==> config.mk <==
export PLATFORM = sky130hd
export DESIGN_NAME = eth_txstate_ctrl_flat
export DESIGN_NICKNAME = d
export VERILOG_FILES = /design/src/rtl/eth_txstate_ctrl_pkg.sv /design/src/rtl/eth_txstate_ctrl_if.sv /design/src/rtl/eth_txstate_ctrl_ipg.sv /design/src/rtl/eth_txstate_ctrl.sv /design/src/flat_wrapper.sv
export SDC_FILE = /design/constraint.sdc
export NUM_CORES = 1
export LEC_CHECK = 0
export CORE_MARGIN = 2
export CORE_UTILIZATION = 25
export CTS_CLUSTER_SIZE = 25
export DETAILED_ROUTE_END_ITERATION = 7
export SYNTH_ARGS = -nofsm -noshare
export SYNTH_HDL_FRONTEND = slang
export SYNTH_HIERARCHICAL = 1
export SYNTH_SLANG_ARGS = --single-unit
==> constraint.sdc <==
create_clock -name MTxClk -period 5.4 [get_ports MTxClk]
set_input_delay 1.62 -clock MTxClk [delete_from_list [all_inputs] [get_ports MTxClk]]
set_output_delay 1.62 -clock MTxClk [all_outputs]
set_load 0.01 [all_outputs]
==> src/rtl/eth_txstate_ctrl_pkg.sv <==
// Shared types and defaults for the Tx MAC state controller.
// The half-duplex datapath is present only when ETH_TX_HALF_DUPLEX_EN is defined.
package eth_txstate_ctrl_pkg;

  localparam int IPG_W_DEF = 7;

  typedef enum logic [3:0] {
    TX_IDLE     = 4'd0,
    TX_DEFER    = 4'd1,
    TX_IPG      = 4'd2,
    TX_PREAMBLE = 4'd3,
    TX_DATA0    = 4'd4,
    TX_DATA1    = 4'd5,
    TX_PAD      = 4'd6,
    TX_FCS      = 4'd7,
    TX_JAM      = 4'd8,
    TX_BACKOFF  = 4'd9
  } txState_t;

endpackage

==> src/rtl/eth_txstate_ctrl_if.sv <==
// Bundle between the Tx state controller, the host side and the nibble counter stage.
// Half-duplex members are always present; they are ignored unless ETH_TX_HALF_DUPLEX_EN is defined.
interface eth_txstate_ctrl_if
  import eth_txstate_ctrl_pkg::*;
  #(parameter int IPG_W = IPG_W_DEF);

  logic             TxStartFrm, TxEndFrm, CarrierSense, Collision, FullD, Pad, CrcEn;
  logic [IPG_W-1:0] IPGT, IPGR1, IPGR2;
  logic [15:0]      NibCnt;
  logic             NibCntEq7, NibCntEq15, NibbleMinFl, MaxFrame, ExcessiveDefer;
  logic             RetryMax, RandomEqByteCnt;

  logic             StateIdle, StateDefer, StateIPG, StatePreamble, StatePAD, StateFCS;
  logic             StateJam, StateBackOff, StateSFD;
  logic [1:0]       StateData;
  logic             StartDefer, StartIPG, StartFCS, StartJam, StartBackoff, TxAbort;
  txState_t         TxStateDbg;

  // Handshake: TxStartFrm is a level request with no ready; it is taken only in IDLE
  // (frame wins over carrier), and the host sees acceptance as StatePreamble rising.
  modport slave (
    input  TxStartFrm, TxEndFrm, CarrierSense, Collision, FullD, Pad, CrcEn,
           IPGT, IPGR1, IPGR2, NibCnt, NibCntEq7, NibCntEq15, NibbleMinFl,
           MaxFrame, ExcessiveDefer, RetryMax, RandomEqByteCnt,
    output StateIdle, StateDefer, StateIPG, StatePreamble, StatePAD, StateFCS,
           StateJam, StateBackOff, StateSFD, StateData,
           StartDefer, StartIPG, StartFCS, StartJam, StartBackoff, TxAbort, TxStateDbg
  );

  modport master (
    output TxStartFrm, TxEndFrm, CarrierSense, Collision, FullD, Pad, CrcEn,
           IPGT, IPGR1, IPGR2, NibCnt, NibCntEq7, NibCntEq15, NibbleMinFl,
           MaxFrame, ExcessiveDefer, RetryMax, RandomEqByteCnt,
    input  StateIdle, StateDefer, StateIPG, StatePreamble, StatePAD, StateFCS,
           StateJam, StateBackOff, StateSFD, StateData,
           StartDefer, StartIPG, StartFCS, StartJam, StartBackoff, TxAbort, TxStateDbg
  );

endinterface

==> src/rtl/eth_txstate_ctrl_ipg.sv <==
// Inter-packet-gap compare: decides when IPG is complete and when carrier sends us back to DEFER.
module eth_txstate_ctrl_ipg
  import eth_txstate_ctrl_pkg::*;
  #(parameter int IPG_W = IPG_W_DEF)
  (
    input  logic [IPG_W-1:0] NibCntLow,
    input  logic [IPG_W-1:0] IPGT,
    input  logic [IPG_W-1:0] IPGR1,
    input  logic [IPG_W-1:0] IPGR2,
    input  logic             CarrierSense,
    input  logic             HalfDup,
    input  logic             B2b,
    output logic             IpgDone,
    output logic             IpgToDefer
  );

  logic useIpgt;

  // Back-to-back or full-duplex gaps use the single IPGT; otherwise the two-part rule applies.
  assign useIpgt    = ~HalfDup | B2b;
  assign IpgDone    = useIpgt ? (NibCntLow >= IPGT) : (NibCntLow >= IPGR2);
  assign IpgToDefer = ~useIpgt & CarrierSense & (NibCntLow < IPGR1);

endmodule

==> src/rtl/eth_txstate_ctrl.sv <==
// Tx MAC state machine: one-hot state and Start* strobes for the nibble counter stage.
// Half-duplex (carrier/collision/jam/backoff) logic is built only with ETH_TX_HALF_DUPLEX_EN.
module eth_txstate_ctrl
  import eth_txstate_ctrl_pkg::*;
  #(parameter int IPG_W = IPG_W_DEF)
  (
    input logic MTxClk,
    input logic Reset_n,
    eth_txstate_ctrl_if.slave bus
  );

  txState_t state, nextState;
  logic     abortNext, txAbortQ, b2b;
  logic     halfDup, carrierSense, collision, retryMax, backoffDone;
  logic     ipgDone, ipgToDefer, sending, unusedBits;

`ifdef ETH_TX_HALF_DUPLEX_EN
  assign halfDup      = ~bus.FullD;
  assign carrierSense = bus.CarrierSense & halfDup;
  assign collision    = bus.Collision & halfDup;
  assign retryMax     = bus.RetryMax;
  assign backoffDone  = bus.RandomEqByteCnt;
  assign unusedBits   = ^bus.NibCnt[15:IPG_W];
`else
  assign halfDup      = 1'b0;
  assign carrierSense = 1'b0;
  assign collision    = 1'b0;
  assign retryMax     = 1'b0;
  assign backoffDone  = 1'b0;
  assign unusedBits   = ^{bus.NibCnt[15:IPG_W], bus.FullD, bus.CarrierSense, bus.Collision,
                          bus.RetryMax, bus.RandomEqByteCnt};
`endif

  eth_txstate_ctrl_ipg #(.IPG_W(IPG_W)) u_ipg (
    .NibCntLow    (bus.NibCnt[IPG_W-1:0]),
    .IPGT         (bus.IPGT),
    .IPGR1        (bus.IPGR1),
    .IPGR2        (bus.IPGR2),
    .CarrierSense (carrierSense),
    .HalfDup      (halfDup),
    .B2b          (b2b),
    .IpgDone      (ipgDone),
    .IpgToDefer   (ipgToDefer)
  );

  assign sending = (state == TX_PREAMBLE) | (state == TX_DATA0) | (state == TX_DATA1) |
                   (state == TX_PAD) | (state == TX_FCS);

  always_comb begin
    nextState = state;
    abortNext = 1'b0;
    if (!Reset_n) begin
      nextState = TX_DEFER;
    end else if (collision & sending) begin
      nextState = TX_JAM;
    end else begin
      case (state)
        TX_DEFER:
          if (bus.ExcessiveDefer & bus.TxStartFrm) abortNext = 1'b1;
          else if (~carrierSense)                  nextState = TX_IPG;
        TX_IPG:
          if (ipgToDefer)   nextState = TX_DEFER;
          else if (ipgDone) nextState = TX_IDLE;
        TX_IDLE:
          if (bus.TxStartFrm) nextState = TX_PREAMBLE;
          else if (carrierSense) nextState = TX_DEFER;
        TX_PREAMBLE:
          if (bus.NibCntEq15) nextState = TX_DATA0;
        TX_DATA0:
          nextState = TX_DATA1;
        TX_DATA1:
          if (~bus.TxEndFrm & ~bus.MaxFrame)      nextState = TX_DATA0;
          else if (bus.Pad & ~bus.NibbleMinFl)    nextState = TX_PAD;
          else                                    nextState = bus.CrcEn ? TX_FCS : TX_DEFER;
        TX_PAD:
          if (bus.NibbleMinFl) nextState = bus.CrcEn ? TX_FCS : TX_DEFER;
        TX_FCS:
          if (bus.NibCntEq7) nextState = TX_DEFER;
        TX_JAM:
          if (bus.NibCntEq7) begin
            nextState = retryMax ? TX_DEFER : TX_BACKOFF;
            abortNext = retryMax;
          end
        TX_BACKOFF:
          if (backoffDone) nextState = TX_DEFER;
        default:
          nextState = TX_DEFER;
      endcase
    end
  end

  // b2b remembers that a frame went out since the last idle/backoff, selecting IPGT for the gap.
  always_ff @(posedge MTxClk or negedge Reset_n) begin
    if (!Reset_n) begin
      state    <= TX_DEFER;
      txAbortQ <= 1'b0;
      b2b      <= 1'b0;
    end else begin
      state    <= nextState;
      txAbortQ <= abortNext;
      if (state == TX_PREAMBLE)                            b2b <= 1'b1;
      else if ((state == TX_IDLE) | (state == TX_BACKOFF)) b2b <= 1'b0;
    end
  end

  assign bus.StateIdle     = (state == TX_IDLE);
  assign bus.StateDefer    = (state == TX_DEFER);
  assign bus.StateIPG      = (state == TX_IPG);
  assign bus.StatePreamble = (state == TX_PREAMBLE);
  assign bus.StateData     = {state == TX_DATA1, state == TX_DATA0};
  assign bus.StatePAD      = (state == TX_PAD);
  assign bus.StateFCS      = (state == TX_FCS);
  assign bus.StateSFD      = (state == TX_PREAMBLE) & bus.NibCntEq15;
  assign bus.StartDefer    = (nextState == TX_DEFER) & (state != TX_DEFER);
  assign bus.StartIPG      = (nextState == TX_IPG)   & (state != TX_IPG);
  assign bus.StartFCS      = (nextState == TX_FCS)   & (state != TX_FCS);
  assign bus.TxAbort       = txAbortQ;
  assign bus.TxStateDbg    = state;

`ifdef ETH_TX_HALF_DUPLEX_EN
  assign bus.StateJam      = (state == TX_JAM);
  assign bus.StateBackOff  = (state == TX_BACKOFF);
  assign bus.StartJam      = (nextState == TX_JAM)     & (state != TX_JAM);
  assign bus.StartBackoff  = (nextState == TX_BACKOFF) & (state != TX_BACKOFF);
`else
  assign bus.StateJam      = 1'b0;
  assign bus.StateBackOff  = 1'b0;
  assign bus.StartJam      = 1'b0;
  assign bus.StartBackoff  = 1'b0;
`endif

endmodule

==> src/flat_wrapper.sv <==
// flat-port wrapper written by rule: the top's interface ports become plain ports
module eth_txstate_ctrl_flat import eth_txstate_ctrl_pkg::*;
#(parameter int IPG_W = IPG_W_DEF)
  (MTxClk, Reset_n, bus_TxStartFrm, bus_TxEndFrm, bus_CarrierSense, bus_Collision, bus_FullD, bus_Pad, bus_CrcEn, bus_IPGT, bus_IPGR1, bus_IPGR2, bus_NibCnt, bus_NibCntEq7, bus_NibCntEq15, bus_NibbleMinFl, bus_MaxFrame, bus_ExcessiveDefer, bus_RetryMax, bus_RandomEqByteCnt, bus_StateIdle, bus_StateDefer, bus_StateIPG, bus_StatePreamble, bus_StatePAD, bus_StateFCS, bus_StateJam, bus_StateBackOff, bus_StateSFD, bus_StateData, bus_StartDefer, bus_StartIPG, bus_StartFCS, bus_StartJam, bus_StartBackoff, bus_TxAbort, bus_TxStateDbg);
  eth_txstate_ctrl_if #(.IPG_W(IPG_W)) bus_i ();
  input logic MTxClk;
  input logic Reset_n;
  input wire logic [$bits(bus_i.TxStartFrm)-1:0] bus_TxStartFrm;
  input wire logic [$bits(bus_i.TxEndFrm)-1:0] bus_TxEndFrm;
  input wire logic [$bits(bus_i.CarrierSense)-1:0] bus_CarrierSense;
  input wire logic [$bits(bus_i.Collision)-1:0] bus_Collision;
  input wire logic [$bits(bus_i.FullD)-1:0] bus_FullD;
  input wire logic [$bits(bus_i.Pad)-1:0] bus_Pad;
  input wire logic [$bits(bus_i.CrcEn)-1:0] bus_CrcEn;
  input wire logic [$bits(bus_i.IPGT)-1:0] bus_IPGT;
  input wire logic [$bits(bus_i.IPGR1)-1:0] bus_IPGR1;
  input wire logic [$bits(bus_i.IPGR2)-1:0] bus_IPGR2;
  input wire logic [$bits(bus_i.NibCnt)-1:0] bus_NibCnt;
  input wire logic [$bits(bus_i.NibCntEq7)-1:0] bus_NibCntEq7;
  input wire logic [$bits(bus_i.NibCntEq15)-1:0] bus_NibCntEq15;
  input wire logic [$bits(bus_i.NibbleMinFl)-1:0] bus_NibbleMinFl;
  input wire logic [$bits(bus_i.MaxFrame)-1:0] bus_MaxFrame;
  input wire logic [$bits(bus_i.ExcessiveDefer)-1:0] bus_ExcessiveDefer;
  input wire logic [$bits(bus_i.RetryMax)-1:0] bus_RetryMax;
  input wire logic [$bits(bus_i.RandomEqByteCnt)-1:0] bus_RandomEqByteCnt;
  output wire logic [$bits(bus_i.StateIdle)-1:0] bus_StateIdle;
  output wire logic [$bits(bus_i.StateDefer)-1:0] bus_StateDefer;
  output wire logic [$bits(bus_i.StateIPG)-1:0] bus_StateIPG;
  output wire logic [$bits(bus_i.StatePreamble)-1:0] bus_StatePreamble;
  output wire logic [$bits(bus_i.StatePAD)-1:0] bus_StatePAD;
  output wire logic [$bits(bus_i.StateFCS)-1:0] bus_StateFCS;
  output wire logic [$bits(bus_i.StateJam)-1:0] bus_StateJam;
  output wire logic [$bits(bus_i.StateBackOff)-1:0] bus_StateBackOff;
  output wire logic [$bits(bus_i.StateSFD)-1:0] bus_StateSFD;
  output wire logic [$bits(bus_i.StateData)-1:0] bus_StateData;
  output wire logic [$bits(bus_i.StartDefer)-1:0] bus_StartDefer;
  output wire logic [$bits(bus_i.StartIPG)-1:0] bus_StartIPG;
  output wire logic [$bits(bus_i.StartFCS)-1:0] bus_StartFCS;
  output wire logic [$bits(bus_i.StartJam)-1:0] bus_StartJam;
  output wire logic [$bits(bus_i.StartBackoff)-1:0] bus_StartBackoff;
  output wire logic [$bits(bus_i.TxAbort)-1:0] bus_TxAbort;
  output wire logic [$bits(bus_i.TxStateDbg)-1:0] bus_TxStateDbg;
  assign bus_i.TxStartFrm = bus_TxStartFrm;
  assign bus_i.TxEndFrm = bus_TxEndFrm;
  assign bus_i.CarrierSense = bus_CarrierSense;
  assign bus_i.Collision = bus_Collision;
  assign bus_i.FullD = bus_FullD;
  assign bus_i.Pad = bus_Pad;
  assign bus_i.CrcEn = bus_CrcEn;
  assign bus_i.IPGT = bus_IPGT;
  assign bus_i.IPGR1 = bus_IPGR1;
  assign bus_i.IPGR2 = bus_IPGR2;
  assign bus_i.NibCnt = bus_NibCnt;
  assign bus_i.NibCntEq7 = bus_NibCntEq7;
  assign bus_i.NibCntEq15 = bus_NibCntEq15;
  assign bus_i.NibbleMinFl = bus_NibbleMinFl;
  assign bus_i.MaxFrame = bus_MaxFrame;
  assign bus_i.ExcessiveDefer = bus_ExcessiveDefer;
  assign bus_i.RetryMax = bus_RetryMax;
  assign bus_i.RandomEqByteCnt = bus_RandomEqByteCnt;
  assign bus_StateIdle = bus_i.StateIdle;
  assign bus_StateDefer = bus_i.StateDefer;
  assign bus_StateIPG = bus_i.StateIPG;
  assign bus_StatePreamble = bus_i.StatePreamble;
  assign bus_StatePAD = bus_i.StatePAD;
  assign bus_StateFCS = bus_i.StateFCS;
  assign bus_StateJam = bus_i.StateJam;
  assign bus_StateBackOff = bus_i.StateBackOff;
  assign bus_StateSFD = bus_i.StateSFD;
  assign bus_StateData = bus_i.StateData;
  assign bus_StartDefer = bus_i.StartDefer;
  assign bus_StartIPG = bus_i.StartIPG;
  assign bus_StartFCS = bus_i.StartFCS;
  assign bus_StartJam = bus_i.StartJam;
  assign bus_StartBackoff = bus_i.StartBackoff;
  assign bus_TxAbort = bus_i.TxAbort;
  assign bus_TxStateDbg = bus_i.TxStateDbg;
  eth_txstate_ctrl #(.IPG_W(IPG_W)) u_core (.MTxClk(MTxClk), .Reset_n(Reset_n), .bus(bus_i));
endmodule
==> impl_metrics.tcl <==
set metrics [dict create \
    remaining_drc_errors 0 \
    arrival_ps 5640 \
    grt_pass1_wl_um 5910 \
    cts_hold_buffers 0 \
    routabilityCongestion 0.796 \
    root_buffer "clkbuf_8" \
    cap_viol_max_count 0 \
    grt_max_degree 21 \
    vias 1315 \
    rsz0062_at_grt "true" \
    numPortBuffers 55 \
    syn_avg_cell_area_sq_um 7.73 \
    ys_warn_count 6 \
    crit_path_end_kind "flop" \
    globalRouteOverflowTotal 0 \
    cts_buffer_depth 2 \
    detail_route.first_pass.iterations 4 \
    setup-violations-final 3 \
    max_freq_mhz 181 \
    finalInstanceArea_sq_mm 0.00204 \
    p_per_area_mw_per_mm2 221 \
    routedWlPerCell_um 12.2 \
    die_y_um 71.2 \
    antenna_found_initial 0 \
    power.total_w 0.000451 \
    synth_cells 146 \
    dpl-instance-area_sq_mm 0.00178 \
    final_util_pct 47.0 \
    holdPathStages 2 \
    ys_async_sr_fraction_pct 100 \
    die_area_sq_mm 0.00507 \
    htreeDepth 1 \
    grt.total_usage_pct 14.4 \
    cts.sinks 6 \
    ff2ff_path_depth 23 \
    cp.required_ps 5520 \
    place_ws_ps -1100 \
    drtIter0Drc 52 \
    synth.distinct_cells 45 \
    drtAntennaViolNets 0 \
    worstMarginPinSlew_ps 527 \
    start_util_pct 25.9 \
    critical_path_class "in2reg" \
    drt-total-wl_um 3490 \
    layout.nets 308 \
    violations "setup timing" \
    ir_worst_vdd_mv 0.0744 \
    p_leak_nw 0.974 \
    cp_slowest_stage_delay_ps 440 \
    routed_via_density 4.60 \
    cpMostUsedCell "buf_4" \
    finClkSkew_ps 1.12 \
    report.final.slew_viol_count 0 \
    rows 24 \
    drive_gt1_share_pct 35.0 \
    coreArea_sq_mm 0.00435 \
    synth_flop_cell "dfrtp_1" \
    io_pins 74 \
    syn_to_final_growth_pct 81.2 \
    min_period_ps 5520 \
    dp_hpwl_um 2410 \
    clk_pin_slew_ps 40 \
    period_share_pct 102 \
    min_path_type "reg2reg" \
    first_global_vias 1348 \
    numCtsBuffers 3 \
    synth_edf_count 0 \
    worst-path-max-fanout 2 \
    antenna_cells 0 \
    slew_headroom_pct 64.9 \
    hold_viol_final 0 \
    cts_tree "built" \
    synth_area_sq_mm 0.00113 \
    synth-seq-area-share_pct 13.4 \
    worst_skew_pair.late_latency_ps 220 \
    status "finished, violations left" \
    setup_slack_ps -121 \
    setup.worst_path.start_class "primary input" \
    slowest_stage "or4_4" \
    die_w_um 71.2 \
    synth-seq-cells 6 \
]
## routing by layer
| metal | global-route usage, % | wire [um] | share of wire (%) | vias up |
|---|---|---|---|---|
| li1 | - | - | - | 679 |
| met1 | 18.0 | 1570 | 45 | 589 |
| met2 | 23.9 | 1660 | 48 | 37 |
| met3 | 2.28 | 168 | 4.8 | 10 |
| met4 | 6.92 | 88 | 2.5 | 0 |
| met5 | 0 | 0 | 0 | - |
## stage by stage
step                hold slack (ps)  TNS [ps]  instances
floorplan                       466         0        151
global placement                488     -2700        261
detailed placement              499     -2660        261
CTS                             507      -191        284
global route                    594      -572        286
finish                          511      -224        286
## synthesized netlist by cell type (2+ instances only)
library cell | instances | area, sq um
nand4_1 | 2 | 12.5
a211oi_1 | 2 | 15.0
dfrtp_1 | 5 | 125
ha_1 | 20 | 250
o31ai_1 | 2 | 15.0
nand3b_1 | 2 | 15.0
a21oi_1 | 7 | 35.0
nand2_1 | 9 | 33.8
nor4_1 | 3 | 18.8
nand3_1 | 4 | 20.0
inv_1 | 24 | 90.1
nor4b_2 | 2 | 30.0
buf_6 | 2 | 22.5
nor3_1 | 3 | 15.0
nor2b_1 | 5 | 31.3
nor2_1 | 12 | 45.0
nor3b_1 | 4 | 30.0
o21ai_0 | 5 | 25.0
nand2b_1 | 2 | 12.5
buf_4 | 6 | 45.0
## worst max-delay path: cells and delay by family
family	cells	cell delay, ps
AO/OA/AOI/OAI	3	410
adder cells (fa/ha/maj)	1	250
buffers and inverters	21	2290
AND/OR/NAND/NOR	5	1060
## kinds of logic after synthesis
logic type | count (synthesis) | share of synthesized area, %
flip-flops | 6 | 13.4
adder cells (fa/ha/maj) | 20 | 22.2
AND/OR/NAND/NOR | 59 | 33.4
other | 1 | 0.332
buffers and inverters | 34 | 14.7
AO/OA/AOI/OAI | 26 | 16.0
## registers in the layout (all words and copies together) (netlist names)
register / count
u_core/bus.TxStateDbg: 4
u_core/bus.TxAbort: 1
u_core/b2b: 1
## area by class of cell
| cell class | instances | area [sq um] |
|---|---|---|
| well taps | 52 | 65.1 |
| repair buffers | 88 | 737 |
| multi-input cells | 111 | 950 |
| fillers | 440 | 2310 |
| flip-flops and latches | 6 | 151 |
| clock buffers | 4 | 45.0 |
| inverters | 25 | 96.3 |
## worst paths after layout
path	from	to	slack, ps
max reg2reg	u_core/bus.TxStateDbg[1]	u_core/bus.TxStateDbg[1]	1400
min reg2reg	u_core/b2b	u_core/b2b	510
min	u_core/b2b	u_core/b2b	510
max in group asynchronous	Reset_n	u_core/bus.TxStateDbg[0]	3450
max	bus_NibCnt[0]	u_core/bus.TxStateDbg[1]	-120
min in group asynchronous	Reset_n	u_core/bus.TxStateDbg[3]	1720
## placed cells by master, fill, tap and decap left out, types with 2 or more instances in the layout
cell type and instances:
a21oi_1 7, buf_2 15, buf_4 31, buf_6 3
clkbuf_8 3, clkdlybuf4s50_1 38, conb_1 6, dfrtp_1 5
ha_1 13, ha_4 7, inv_1 19, inv_2 5
nand2_1 9, nand3_1 4, nand3b_1 2, nand4_1 2
nor2_1 11, nor2b_1 5, nor3_1 3, nor3b_1 4
nor4_1 3, nor4b_2 2, o21ai_0 5, o31ai_1 2
## where the power goes
part           leakage [nW]  switching (W)  internal [W]  total (W)
Combinational         0.875       0.000113      0.000181   0.000294
Sequential           0.0766      0.0000288     0.0000565  0.0000853
Clock                0.0228      0.0000213     0.0000509  0.0000722
Total                 0.974       0.000163      0.000288   0.000451
## timing repair
item | CTS | global route
pin swaps | 13 | 1
gates resized for setup | 78 | 8
endpoints found under the setup margin | 3 | 4
buffers inserted | 19 | 2
No activity file was read; power rests on OpenSTA's default activity.
